--- src/rtl/counter_sequencer_if.sv ---
`default_nettype none
// ============================================================================
// Module      : counter_sequencer_if
// Description : Request/response handshake bundle between a requester and
//               counter_sequencer. The master drives requests and accepts
//               responses; the slave (the sequencer) does the opposite.
// Revision    : 1.0 - initial release
// ============================================================================
interface counter_sequencer_if #(
    parameter int INPUT_WIDTH = 8,
    parameter int CYC_WIDTH   = 16
);
    // Request channel: one stop target per handshake
    logic                   req_valid;
    logic                   req_ready;
    logic [INPUT_WIDTH-1:0] req_stop;

    // Response channel: measured run-cycle index plus timeout flag
    logic                   rsp_valid;
    logic                   rsp_ready;
    logic [CYC_WIDTH-1:0]   rsp_cycles;
    logic                   rsp_timeout;

    modport master (
        output req_valid,
        output req_stop,
        output rsp_ready,
        input  req_ready,
        input  rsp_valid,
        input  rsp_cycles,
        input  rsp_timeout
    );

    modport slave (
        input  req_valid,
        input  req_stop,
        input  rsp_ready,
        output req_ready,
        output rsp_valid,
        output rsp_cycles,
        output rsp_timeout
    );
endinterface
`default_nettype wire

--- src/rtl/counter_sequencer.sv ---
`default_nettype none
// ============================================================================
// Module      : counter_sequencer
// Description : Drives a stop-value counter. A request loads the stop value,
//               holds the counter in reset for RESET_CYCLES, releases it and
//               counts run cycles until ctr_done (or a timeout), then returns
//               the measured run-cycle index on the response channel.
//               The bus interface must be instantiated with the same
//               INPUT_WIDTH/CYC_WIDTH as this module.
// Revision    : 1.0 - initial release
// ============================================================================
module counter_sequencer #(
    parameter int INPUT_WIDTH    = 8,
    parameter int CYC_WIDTH      = 16,
    parameter int RESET_CYCLES   = 2,     // 1..15
    parameter int TIMEOUT_CYCLES = 1000   // < 2**CYC_WIDTH
) (
    input  wire logic              clk,
    input  wire logic              reset_l,
    counter_sequencer_if.slave     bus,
    output logic                   ctr_reset_l,
    output logic [INPUT_WIDTH-1:0] ctr_stop,
    input  wire logic              ctr_done,
    output logic                   busy
);

    typedef enum logic [1:0] {
        IDLE = 2'd0,
        LOAD = 2'd1,
        RUN  = 2'd2,
        RESP = 2'd3
    } state_t;

    // Last value of the reset-hold counter before the counter is released
    localparam logic [3:0]           c_hold_last = 4'(RESET_CYCLES - 1);
    localparam logic [CYC_WIDTH-1:0] c_timeout   = CYC_WIDTH'(TIMEOUT_CYCLES);

    state_t                 state_q, state_d;
    logic [INPUT_WIDTH-1:0] ctr_stop_q, ctr_stop_d;
    logic [CYC_WIDTH-1:0]   rsp_cycles_q, rsp_cycles_d;
    logic                   rsp_timeout_q, rsp_timeout_d;
    logic [3:0]             hold_q, hold_d;
    logic [CYC_WIDTH-1:0]   cyc_q, cyc_d;

    // Next-state and datapath updates for the request/measure/response sequence
    always_comb begin
        state_d       = state_q;
        ctr_stop_d    = ctr_stop_q;
        rsp_cycles_d  = rsp_cycles_q;
        rsp_timeout_d = rsp_timeout_q;
        hold_d        = hold_q;
        cyc_d         = cyc_q;

        case (state_q)
            IDLE: begin
                // req_ready is high in IDLE, so req_valid alone is the handshake
                if (bus.req_valid) begin
                    ctr_stop_d = bus.req_stop;
                    hold_d     = '0;
                    state_d    = LOAD;
                end
            end
            LOAD: begin
                if (hold_q == c_hold_last) begin
                    cyc_d   = '0;
                    state_d = RUN;
                end else begin
                    hold_d = hold_q + 4'd1;
                end
            end
            RUN: begin
                // Done is checked first so it wins when it coincides with timeout
                if (ctr_done) begin
                    rsp_cycles_d  = cyc_q;
                    rsp_timeout_d = 1'b0;
                    state_d       = RESP;
                end else if (cyc_q == c_timeout) begin
                    rsp_cycles_d  = c_timeout;
                    rsp_timeout_d = 1'b1;
                    state_d       = RESP;
                end else begin
                    cyc_d = cyc_q + CYC_WIDTH'(1);
                end
            end
            RESP: begin
                if (bus.rsp_ready) begin
                    state_d = IDLE;
                end
            end
            default: begin
                state_d = IDLE;
            end
        endcase
    end

    // State and datapath registers; reset discards any in-flight request
    always_ff @(posedge clk or negedge reset_l) begin
        if (!reset_l) begin
            state_q       <= IDLE;
            ctr_stop_q    <= '0;
            rsp_cycles_q  <= '0;
            rsp_timeout_q <= 1'b0;
            hold_q        <= '0;
            cyc_q         <= '0;
        end else begin
            state_q       <= state_d;
            ctr_stop_q    <= ctr_stop_d;
            rsp_cycles_q  <= rsp_cycles_d;
            rsp_timeout_q <= rsp_timeout_d;
            hold_q        <= hold_d;
            cyc_q         <= cyc_d;
        end
    end

    // Outputs decode purely from registered state, so reset reaches them at once
    assign ctr_reset_l     = (state_q == RUN);
    assign ctr_stop        = ctr_stop_q;
    assign busy            = (state_q != IDLE);
    assign bus.req_ready   = (state_q == IDLE);
    assign bus.rsp_valid   = (state_q == RESP);
    assign bus.rsp_cycles  = rsp_cycles_q;
    assign bus.rsp_timeout = rsp_timeout_q;

endmodule
`default_nettype wire

--- src/flat_wrapper.sv ---
// flat-port wrapper written by rule: the top's interface ports become plain ports
module counter_sequencer_flat 
#(
    parameter int INPUT_WIDTH    = 8,
    parameter int CYC_WIDTH      = 16,
    parameter int RESET_CYCLES   = 2,             
    parameter int TIMEOUT_CYCLES = 1000                    
)
  (clk, reset_l, ctr_reset_l, ctr_stop, ctr_done, busy, bus_req_valid, bus_req_stop, bus_rsp_ready, bus_req_ready, bus_rsp_valid, bus_rsp_cycles, bus_rsp_timeout);
  counter_sequencer_if #(.INPUT_WIDTH(INPUT_WIDTH), .CYC_WIDTH(CYC_WIDTH)) bus_i ();
  input  wire logic clk;
  input  wire logic reset_l;
  output logic ctr_reset_l;
  output logic [INPUT_WIDTH-1:0] ctr_stop;
  input  wire logic ctr_done;
  output logic busy;
  input wire logic [$bits(bus_i.req_valid)-1:0] bus_req_valid;
  input wire logic [$bits(bus_i.req_stop)-1:0] bus_req_stop;
  input wire logic [$bits(bus_i.rsp_ready)-1:0] bus_rsp_ready;
  output wire logic [$bits(bus_i.req_ready)-1:0] bus_req_ready;
  output wire logic [$bits(bus_i.rsp_valid)-1:0] bus_rsp_valid;
  output wire logic [$bits(bus_i.rsp_cycles)-1:0] bus_rsp_cycles;
  output wire logic [$bits(bus_i.rsp_timeout)-1:0] bus_rsp_timeout;
  assign bus_i.req_valid = bus_req_valid;
  assign bus_i.req_stop = bus_req_stop;
  assign bus_i.rsp_ready = bus_rsp_ready;
  assign bus_req_ready = bus_i.req_ready;
  assign bus_rsp_valid = bus_i.rsp_valid;
  assign bus_rsp_cycles = bus_i.rsp_cycles;
  assign bus_rsp_timeout = bus_i.rsp_timeout;
  counter_sequencer #(.INPUT_WIDTH(INPUT_WIDTH), .CYC_WIDTH(CYC_WIDTH), .RESET_CYCLES(RESET_CYCLES), .TIMEOUT_CYCLES(TIMEOUT_CYCLES)) u_core (.clk(clk), .reset_l(reset_l), .bus(bus_i), .ctr_reset_l(ctr_reset_l), .ctr_stop(ctr_stop), .ctr_done(ctr_done), .busy(busy));
endmodule
--- config.mk ---
export PLATFORM = sky130hd
export DESIGN_NAME = counter_sequencer_flat
export DESIGN_NICKNAME = d
export VERILOG_FILES = /design/src/rtl/counter_sequencer_if.sv /design/src/rtl/counter_sequencer.sv /design/src/flat_wrapper.sv
export SDC_FILE = /design/constraint.sdc
export NUM_CORES = 1
export LEC_CHECK = 0
export ABC_AREA = 0
export CAP_MARGIN = 20
export CORE_MARGIN = 1.5
export CORE_UTILIZATION = 45
export CTS_CLUSTER_SIZE = 28
export DETAILED_ROUTE_END_ITERATION = 8
export GPL_ROUTABILITY_DRIVEN = 0
export PLACE_DENSITY = 0.75
export SLEW_MARGIN = 20
export SYNTH_ARGS = -nofsm -noshare
export SYNTH_HDL_FRONTEND = slang
export SYNTH_SLANG_ARGS = --single-unit
export TNS_END_PERCENT = 10
--- constraint.sdc ---
create_clock -name clk -period 1.96 [get_ports clk]
set_input_delay 0.294 -clock clk [delete_from_list [all_inputs] [get_ports clk]]
set_output_delay 0.294 -clock clk [all_outputs]
set_load 0.03 [all_outputs]
### Yosys cells after proc, flatten, opt, wreduce, memory -nomap -nowiden

Cells that the tools add are included.

| storage, ports and cells | value |
|---|---|
| flip-flop bits (word level) | 47 |
| bits of input ports | 13 |
| word-level logic and storage cells | 47 |

| operators by class | value |
|---|---|
| add/sub/neg operators | 2 |
| equal/unequal tests | 12 |
| muxes and demuxes | 17 |
| reductions and logical operators | 10 |

Operator list:

| kind | count |
|---|---|
| 16-bit two-way mux | 5 |
| 16-bit case mux with 2 select lines | 1 |
| 16-bit by 1-bit adder with 16-bit output (second input constant) | 1 |
| 16-bit by 10-bit equality test with 1-bit output (second input constant) | 1 |
| 2-bit two-way mux | 5 |
| 2-bit inequality test (second input constant) | 5 |
| 4-bit two-way mux | 2 |
| 2-bit case mux with 4 select lines | 1 |
| 4-bit case mux with 2 select lines | 1 |
| 4-bit AND reduction | 2 |
| 2-bit nonzero test | 4 |
| 4-bit by 1-bit adder with 4-bit output (second input constant) | 1 |
| 2-bit equality test (second input constant) | 2 |
| 4-bit by 1-bit equality test with 1-bit output (second input constant) | 1 |
| 2-bit AND reduction | 2 |
| 3-bit by 1-bit inequality test with 1-bit output (second input constant) | 1 |
| 3-bit AND reduction | 1 |
| 2-bit by 1-bit equality test with 1-bit output (second input constant) | 1 |
| 2-bit zero test | 1 |
| 1-bit two-way mux | 2 |
| 2-bit by 1-bit inequality test with 1-bit output (second input constant) | 1 |

### Longest topological paths before layout

Gate-level depths: netlist of the first run.

| depth | value |
|---|---|
| depth in word-level cells | 4 |
| mapped depth | 8 |

### Least setup slack after synthesis of the first run

Ideal clock, no wire load.

| path | value |
|---|---|
| path kind | register -> register |
| start point | reg u_core.state_q[0] |
| end point | reg u_core.cyc_q[12] |
| library setup time | 135 ps |
| arrival time | 1953 ps |
| data required time | 1825 ps |
| path slack | -128 ps |
| stages on the path, launching flop included | 8 |
| buffers on the path | 1 |
| clock period less this slack | 2088 ps |
| cells stage by stage | dfrtp_1 -> inv_1 -> ha_1 -> buf_6 -> mux2i_2 -> or4_1 -> o311ai_1 -> o31ai_1 |

| on the way | value |
|---|---|
| longest elaborated chain between the ends | 3 |
| elaborated cells between the ends (all ways) | 8 |
| those cells by class | eq/ne: 5; mux: 1; reduce/logical: 2 |

RTL lines:

| what | RTL line | source |
|---|---|---|
| start: declaration | counter_sequencer.sv:38 | `state_t state_q, state_d;` |
| start signal: assignment | counter_sequencer.sv:106 | `state_q <= state_d;` |
| 2-bit equality test (*) | - |  |
| via ctr_reset_l | flat_wrapper.sv:13 | `output logic ctr_reset_l;` |
| 2-bit inequality test (no line) / 2-bit nonzero test (equally long branches) | - |  |
| 4-bit AND reduction (no line) | - |  |
| end signal: assignment | counter_sequencer.sv:111 | `cyc_q <= cyc_d;` |
| end: declaration | counter_sequencer.sv:43 | `logic [CYC_WIDTH-1:0] cyc_q, cyc_d;` |

The timed path passes the listed nets; every way through them passes the cells marked *.
A chain may end at the register's enable or synchronous reset.

### Final worst setup path of the first run

| path | value |
|---|---|
| start point | reg u_core.hold_q[1] |
| end point | reg u_core.cyc_q[12] |

| on the way | value |
|---|---|
| longest elaborated chain between the ends | 3 |

RTL lines:

| what | RTL line | source |
|---|---|---|
| start: declaration | counter_sequencer.sv:42 | `logic [3:0] hold_q, hold_d;` |
| start signal: assignment | counter_sequencer.sv:110 | `hold_q <= hold_d;` |
| 4-bit by 1-bit equality test with 1-bit output | counter_sequencer.sv:64 | `if (hold_q == c_hold_last) begin` |
| 2-bit by 1-bit inequality test with 1-bit output (no line) | - |  |
| 4-bit AND reduction (no line) | - |  |

Every way passes these cells.

==> results of run 1 <==
[where the power goes]
part	switching (mW)	internal, mW
registers	0.201	1.29
logic	1.49	1.20
clock network	0.343	0.289
total	2.04	2.78
[final timing paths]
check	startpoint	to	slack, ns	depth (start not counted)
max in group asynchronous	reset_l	u_core.state_q[1]$_DFFE_PN0P_	1.25	3
min	reset_l	u_core.cyc_q[12]$_DFFE_PN0P_	0.49	3
min reg2reg	u_core.bus.rsp_cycles[0]$_DFFE_PN0P_	u_core.bus.rsp_cycles[0]$_DFFE_PN0P_	0.49	2
max	u_core.hold_q[1]$_DFFE_PN0P_	u_core.cyc_q[12]$_DFFE_PN0P_	0.09	7
min in group clk	u_core.bus.rsp_cycles[0]$_DFFE_PN0P_	u_core.bus.rsp_cycles[0]$_DFFE_PN0P_	0.49	2
max reg2reg	u_core.hold_q[1]$_DFFE_PN0P_	u_core.cyc_q[12]$_DFFE_PN0P_	0.09	7
[registers in the layout (all words and copies together), names as in the netlist]
register	flops
u_core.bus.rsp_timeout	1
u_core.ctr_stop	8
u_core.bus.rsp_cycles	16
u_core.hold_q	4
u_core.cyc_q	16
u_core.state_q	2
[cell families after synthesis]
| family | Yosys count | share of synthesized area [%] |
|---|---|---|
| buffers and inverters | 20 | 4.501 |
| adder cells (fa/ha/maj) | 9 | 4.710 |
| multiplexers | 14 | 6.541 |
| AO/OA/AOI/OAI | 58 | 17.27 |
| flip-flops | 47 | 49.19 |
| AND/OR/NAND/NOR | 75 | 17.79 |
[synthesized netlist by cell type, types with 3 or more instances]
library cell,n
nand3_1,12
ha_1,9
o22a_1,4
nor4_1,5
nand2b_1,3
mux2_2,10
nand4b_1,4
dfrtp_1,47
a22o_1,7
clkbuf_1,3
buf_6,3
or4_1,3
o21ai_0,15
o311ai_0,3
nor2_1,8
nor3_1,5
nand4_1,3
mux2i_1,3
inv_1,10
a21oi_1,8
nand2_1,18
[per-layer routing]
layer,global-route usage [%],vias up,wire length [µm],share of wire (%)
li1,-,987,-,-
met1,29.61,1009,2533,44
met2,35.85,76,2767,48
met3,4.365,11,304,5.3
met4,8.929,0,120,2.1
met5,0,-,0,0
[critical path, delay by kind of cell (launching register included)]
kind	cells	cell delay (ns)
multiplexers	1	0.12
buffers and inverters	1	0.05
AO/OA/AOI/OAI	2	0.33
AND/OR/NAND/NOR	2	0.74
adder cells (fa/ha/maj)	1	0.14
flip-flops	1	0.38
[timing repair]
action                                  4_1_cts  5_1_grt
hold buffers                                  1        0
gates resized for setup                       3       10
pin swaps                                     0        2
hold endpoints to repair                     47        0
endpoints found under the setup margin        3        9
buffers inserted                              0        2
[through the flow]
stage / power (mW) / util (%)
2_1_floorplan: 3.108 / -
3_3_place_gp: 4.091 / 60.58
3_5_place_dp: 4.149 / 60.58
4_1_cts: 4.772 / 62.59
5_1_grt: 5.128 / 63.42
6_report: 4.818 / 63.42
[layout make-up]
cell class              count  area (µm²)  share of cell area (%)
clock buffers               6       82.58                   2.549
clock inverters             2       13.76                  0.4249
inverters                  10       37.54                   1.159
multi-input cells         156        1145                   35.34
flip-flops and latches     47        1176                   36.31
well taps                  70       87.58                   2.704
repair buffers             78       696.9                   21.51
==> impl_metrics.yaml, run 1 <==
run_status:
  status: "finished clean"
clock_network:
  clock_path_buffers: 2
  clock_sinks: 47
  numCtsBuffers: 5
  cts.clk_slew.worst_paths_ns: 0.10
  cts_root_buf: "clkbuf_8"
  htree_levels: 2
  cts_tree: "built"
  clk-insertion-delay-late_ns: 0.31
logic_synthesis:
  synth_cells: 223
  synth_cell_types: 51
  synth_top_area_share_pct: 49.19
  avgSynthCellArea_um2: 10.72
  async_reset_ff_share_pct: 100.0
  yosys-top-cells-area: "dfrtp_1 (49%), ha_1 (4.7%), mux2_2 (4.7%)"
  synthFlopType: "dfrtp_1"
  ys_seq_area_share_pct: 49.19
  syn_area_mm2: 0.002391
  ys_ff_latch: 47
  synth_top_area_cell: "dfrtp_1"
  synth_edf_count: 0
  synth_nets: 245
  synth_warnings: 0
power:
  p_per_area_mw_per_mm2: 1487
  p_leak_nw: 1.447
  vdd_drop_max_mv: 0.9544
cells_and_area:
  design_area_mm2: 0.003239
  fin_cells: 369
  syn_to_final_growth_pct: 35.48
  layout-drive-gt1-share_pct: 23.41
  final_common_cell: "dfrtp_1"
  antenna_cells: 0
  final_cell_mix: "dfrtp_1 (47), clkdlybuf4s50_1 (36), buf_4 (35)"
  fillers: 440
  nets: 320
sta:
  fin_crit_sh_pct: 95.63
  fmax_mhz: 533.5
  clock_skew_ns: 0.01211
  tns_ns: 0
  drv_slew: 0
  slew_headroom_pct: 70.09
  tightestPinTransition_ns: 0.4487
  setup_ws_ns: 0.08559
  rsz0062_at_grt: "false"
  period_needed_ns: 1.874
  finalHoldViolCount: 0
  whs_ns: 0.4877
  setup_viol: 0
placement:
  dpl_cell_area_mm2: 0.003094
  hpwlAfterDp_mm: 4.239
  place_inst: 358
  port_buffers: 41
  pre_cts_ws_ns: 0.06078
grt:
  grt_max_degree: 48
  grt_pass1_wl_mm: 9.487
  grt_antenna_before_repair: 0
  overflow: 0
  grt_use_total_pct: 22.31
  grt_pass1_vias: 1959
route:
  drc_errors: 0
  wl_per_cell_um: 15.52
  vias: 2083
  ant_nets: 0
  dr.first_iter.drc_count: 191
  viasPerCell: 5.645
  drt-total-wl_mm: 5.726
  dr.pass1.iters: 4
floorplanning:
  rows: 26
  dieArea_mm2: 0.005760
  start_util_pct: 46.82
  die_w_um: 75.90
  core_mm2: 0.005107
  die_h_um: 75.90
  pin_count: 42
worst_setup_path:
  crit_fanout: 4
  crit_arrival_ns: 2.07
  cp.required_ns: 2.16
  critPathKind: "flop to flop"
  slowest_delay_ns: 0.52
  crit_path_end_kind: "flop"
  critPathLaunchType: "flop"
  path_cells: "inv_1 -> ha_1 -> nor3b_4 -> mux2i_2 -> or4_1 -> o311ai_2 -> o31ai_1"
  crit_slowest_cell: "or4_1"
hold_path:
  min_path_type: "input port to asynchronous set/reset pin"
job:
  maxCapViolCount: 0
Power figures use the tool's default switching activity.
==> inputs of run 2 (changes only) <==
CORE_UTILIZATION = 40   (was 45)
HOLD_SLACK_MARGIN = 0.06   (was default)
PLACE_DENSITY = 0.68   (was 0.75)
SLEW_MARGIN = 5   (was 20)
==> impl_metrics.yaml, run 2 (synthesized netlist as in run 1, its figures left out) <==
run_status:
  status: "finished clean"
sta:
  setup_viol: 0
  rsz0062_at_grt: "true"
  period_needed_ns: 1.874
  drv_slew: 0
  fin_crit_sh_pct: 95.61
  tightestPinTransition_ns: 0.4786
  slew_headroom_pct: 68.10
  finalHoldViolCount: 0
  clock_skew_ns: 0.007143
  fmax_mhz: 533.6
  whs_ns: 0.5069
  setup_ws_ns: 0.08608
route:
  vias: 2073
  drt-total-wl_mm: 5.922
  dr.first_iter.drc_count: 131
  ant_nets: 0
  viasPerCell: 5.513
  dr.pass1.iters: 4
  drc_errors: 0
  wl_per_cell_um: 15.75
grt:
  grt_pass1_wl_mm: 9.680
  grt_antenna_before_repair: 0
  grt_use_total_pct: 19.56
  overflow: 0
  grt_pass1_vias: 1985
  grt_max_degree: 48
floorplanning:
  core_mm2: 0.005642
  start_util_pct: 42.38
  pin_count: 42
  die_w_um: 80.32
  dieArea_mm2: 0.006451
  rows: 27
  die_h_um: 80.32
clock_network:
  numCtsBuffers: 5
  htree_levels: 2
  clock_path_buffers: 2
  cts_tree: "built"
  cts_root_buf: "clkbuf_8"
  cts.clk_slew.worst_paths_ns: 0.08
  clk-insertion-delay-late_ns: 0.30
  clock_sinks: 47
placement:
  pre_cts_ws_ns: 0.01416
  hpwlAfterDp_mm: 4.290
  port_buffers: 41
worst_setup_path:
  crit_slowest_cell: "or4_1"
  path_cells: "inv_1 -> ha_2 -> nand4b_1 -> and4bb_4 -> or2_4 -> or4_1 -> nand3_1"
  cp.required_ns: 2.20
  critPathLaunchType: "flop"
  r2r_slack_ns: 0.09
  cp_num_buf_inv: 1
  slowest_delay_ns: 0.51
  crit_family: "simple AND/OR/NAND/NOR gates"
  crit_fanout: 7
  crit_path_end_kind: "flop"
  crit_arrival_ns: 2.11
  critPathKind: "flop to flop"
power:
  vdd_drop_max_mv: 0.7732
  p_per_area_mw_per_mm2: 1491
  p_leak_nw: 1.473
  power_mw: 4.901
cells_and_area:
  antenna_cells: 0
  final_cell_mix: "dfrtp_1 (47), buf_4 (40), clkdlybuf4s50_1 (36)"
  layout-drive-gt1-share_pct: 24.67
  final_common_cell: "dfrtp_1"
  syn_to_final_growth_pct: 37.52
  nets: 325
hold_path:
  min_path_type: "input port to asynchronous set/reset pin"
job:
  maxCapViolCount: 0
==> run 2: final timing paths <==
| check | startpoint | depth (start not counted) | end |
|---|---|---|---|
| min in group clk | u_core.bus.rsp_cycles[7]$_DFFE_PN0P_ | 1 | u_core.bus.rsp_cycles[7]$_DFFE_PN0P_ |
| worst min register to register | u_core.bus.rsp_cycles[7]$_DFFE_PN0P_ | 1 | u_core.bus.rsp_cycles[7]$_DFFE_PN0P_ |
| worst max register to register | u_core.cyc_q[0]$_DFFE_PN0P_ | 7 | u_core.cyc_q[4]$_DFFE_PN0P_ |
| worst min-delay path | reset_l | 3 | u_core.hold_q[2]$_DFFE_PN0P_ |
| worst max-delay path | u_core.cyc_q[0]$_DFFE_PN0P_ | 7 | u_core.cyc_q[4]$_DFFE_PN0P_ |
| max in group asynchronous | reset_l | 3 | u_core.bus.rsp_cycles[9]$_DFFE_PN0P_ |
==> run 2: final cells by class <==
class,instances,area [µm²]
sequential,47,1176
tap,72,90.09
clock buffer,7,86.33
multi-input combinational,156,1155
timing repair buffer,83,734.5
clock inverter,1,8.758
inverter,10,37.54
fill,487,2354
==> run 2: per-stage QoR <==
stage                     setup TNS [ns]  std cells  utilization, %  area [µm²]
final                                  0        376           58.28        3288
after global routing            -0.01894        376           58.28        3288
after CTS                              0        374           57.46        3242
after detailed placement               0        365           55.56        3134
after global placement                 0        365           55.56        3134
after floorplan                        0        223               -        2404
==> run 2: report_power, final <==
group / internal (mW) / total, mW / switching [mW] / leakage, nW
logic: 1.25 / 2.79 / 1.54 / 0.819
registers: 1.29 / 1.50 / 0.203 / 0.605
clock network: 0.289 / 0.616 / 0.327 / 0.0484
==> run 2: what timing repair did <==
item | in CTS | in global routing
hold buffers | 1 | 0
pin swaps | 0 | 2
gates resized for setup | 4 | 10
buffers inserted | 0 | 2
hold endpoints to repair | 47 | 0
setup endpoints to repair | 4 | 15
==> run 2: metal layers <==
| layer | up-vias | wire length (µm) | GRT usage (%) |
|---|---|---|---|
| met5 | - | 0 | 0 |
| met4 | 0 | 113 | 7.586 |
| met3 | 12 | 227 | 3.523 |
| met2 | 63 | 2676 | 29.41 |
| met1 | 997 | 2904 | 27.80 |
| li1 | 1001 | - | - |
==> run 2: worst reg2reg max path, delay by kind of cell, from the launching register on <==
| family | cells | cell delay, ns |
|---|---|---|
| adder cells (fa/ha/maj) | 1 | 0.19 |
| buffers and inverters | 1 | 0.07 |
| flip-flops | 1 | 0.37 |
| AND/OR/NAND/NOR | 5 | 1.18 |
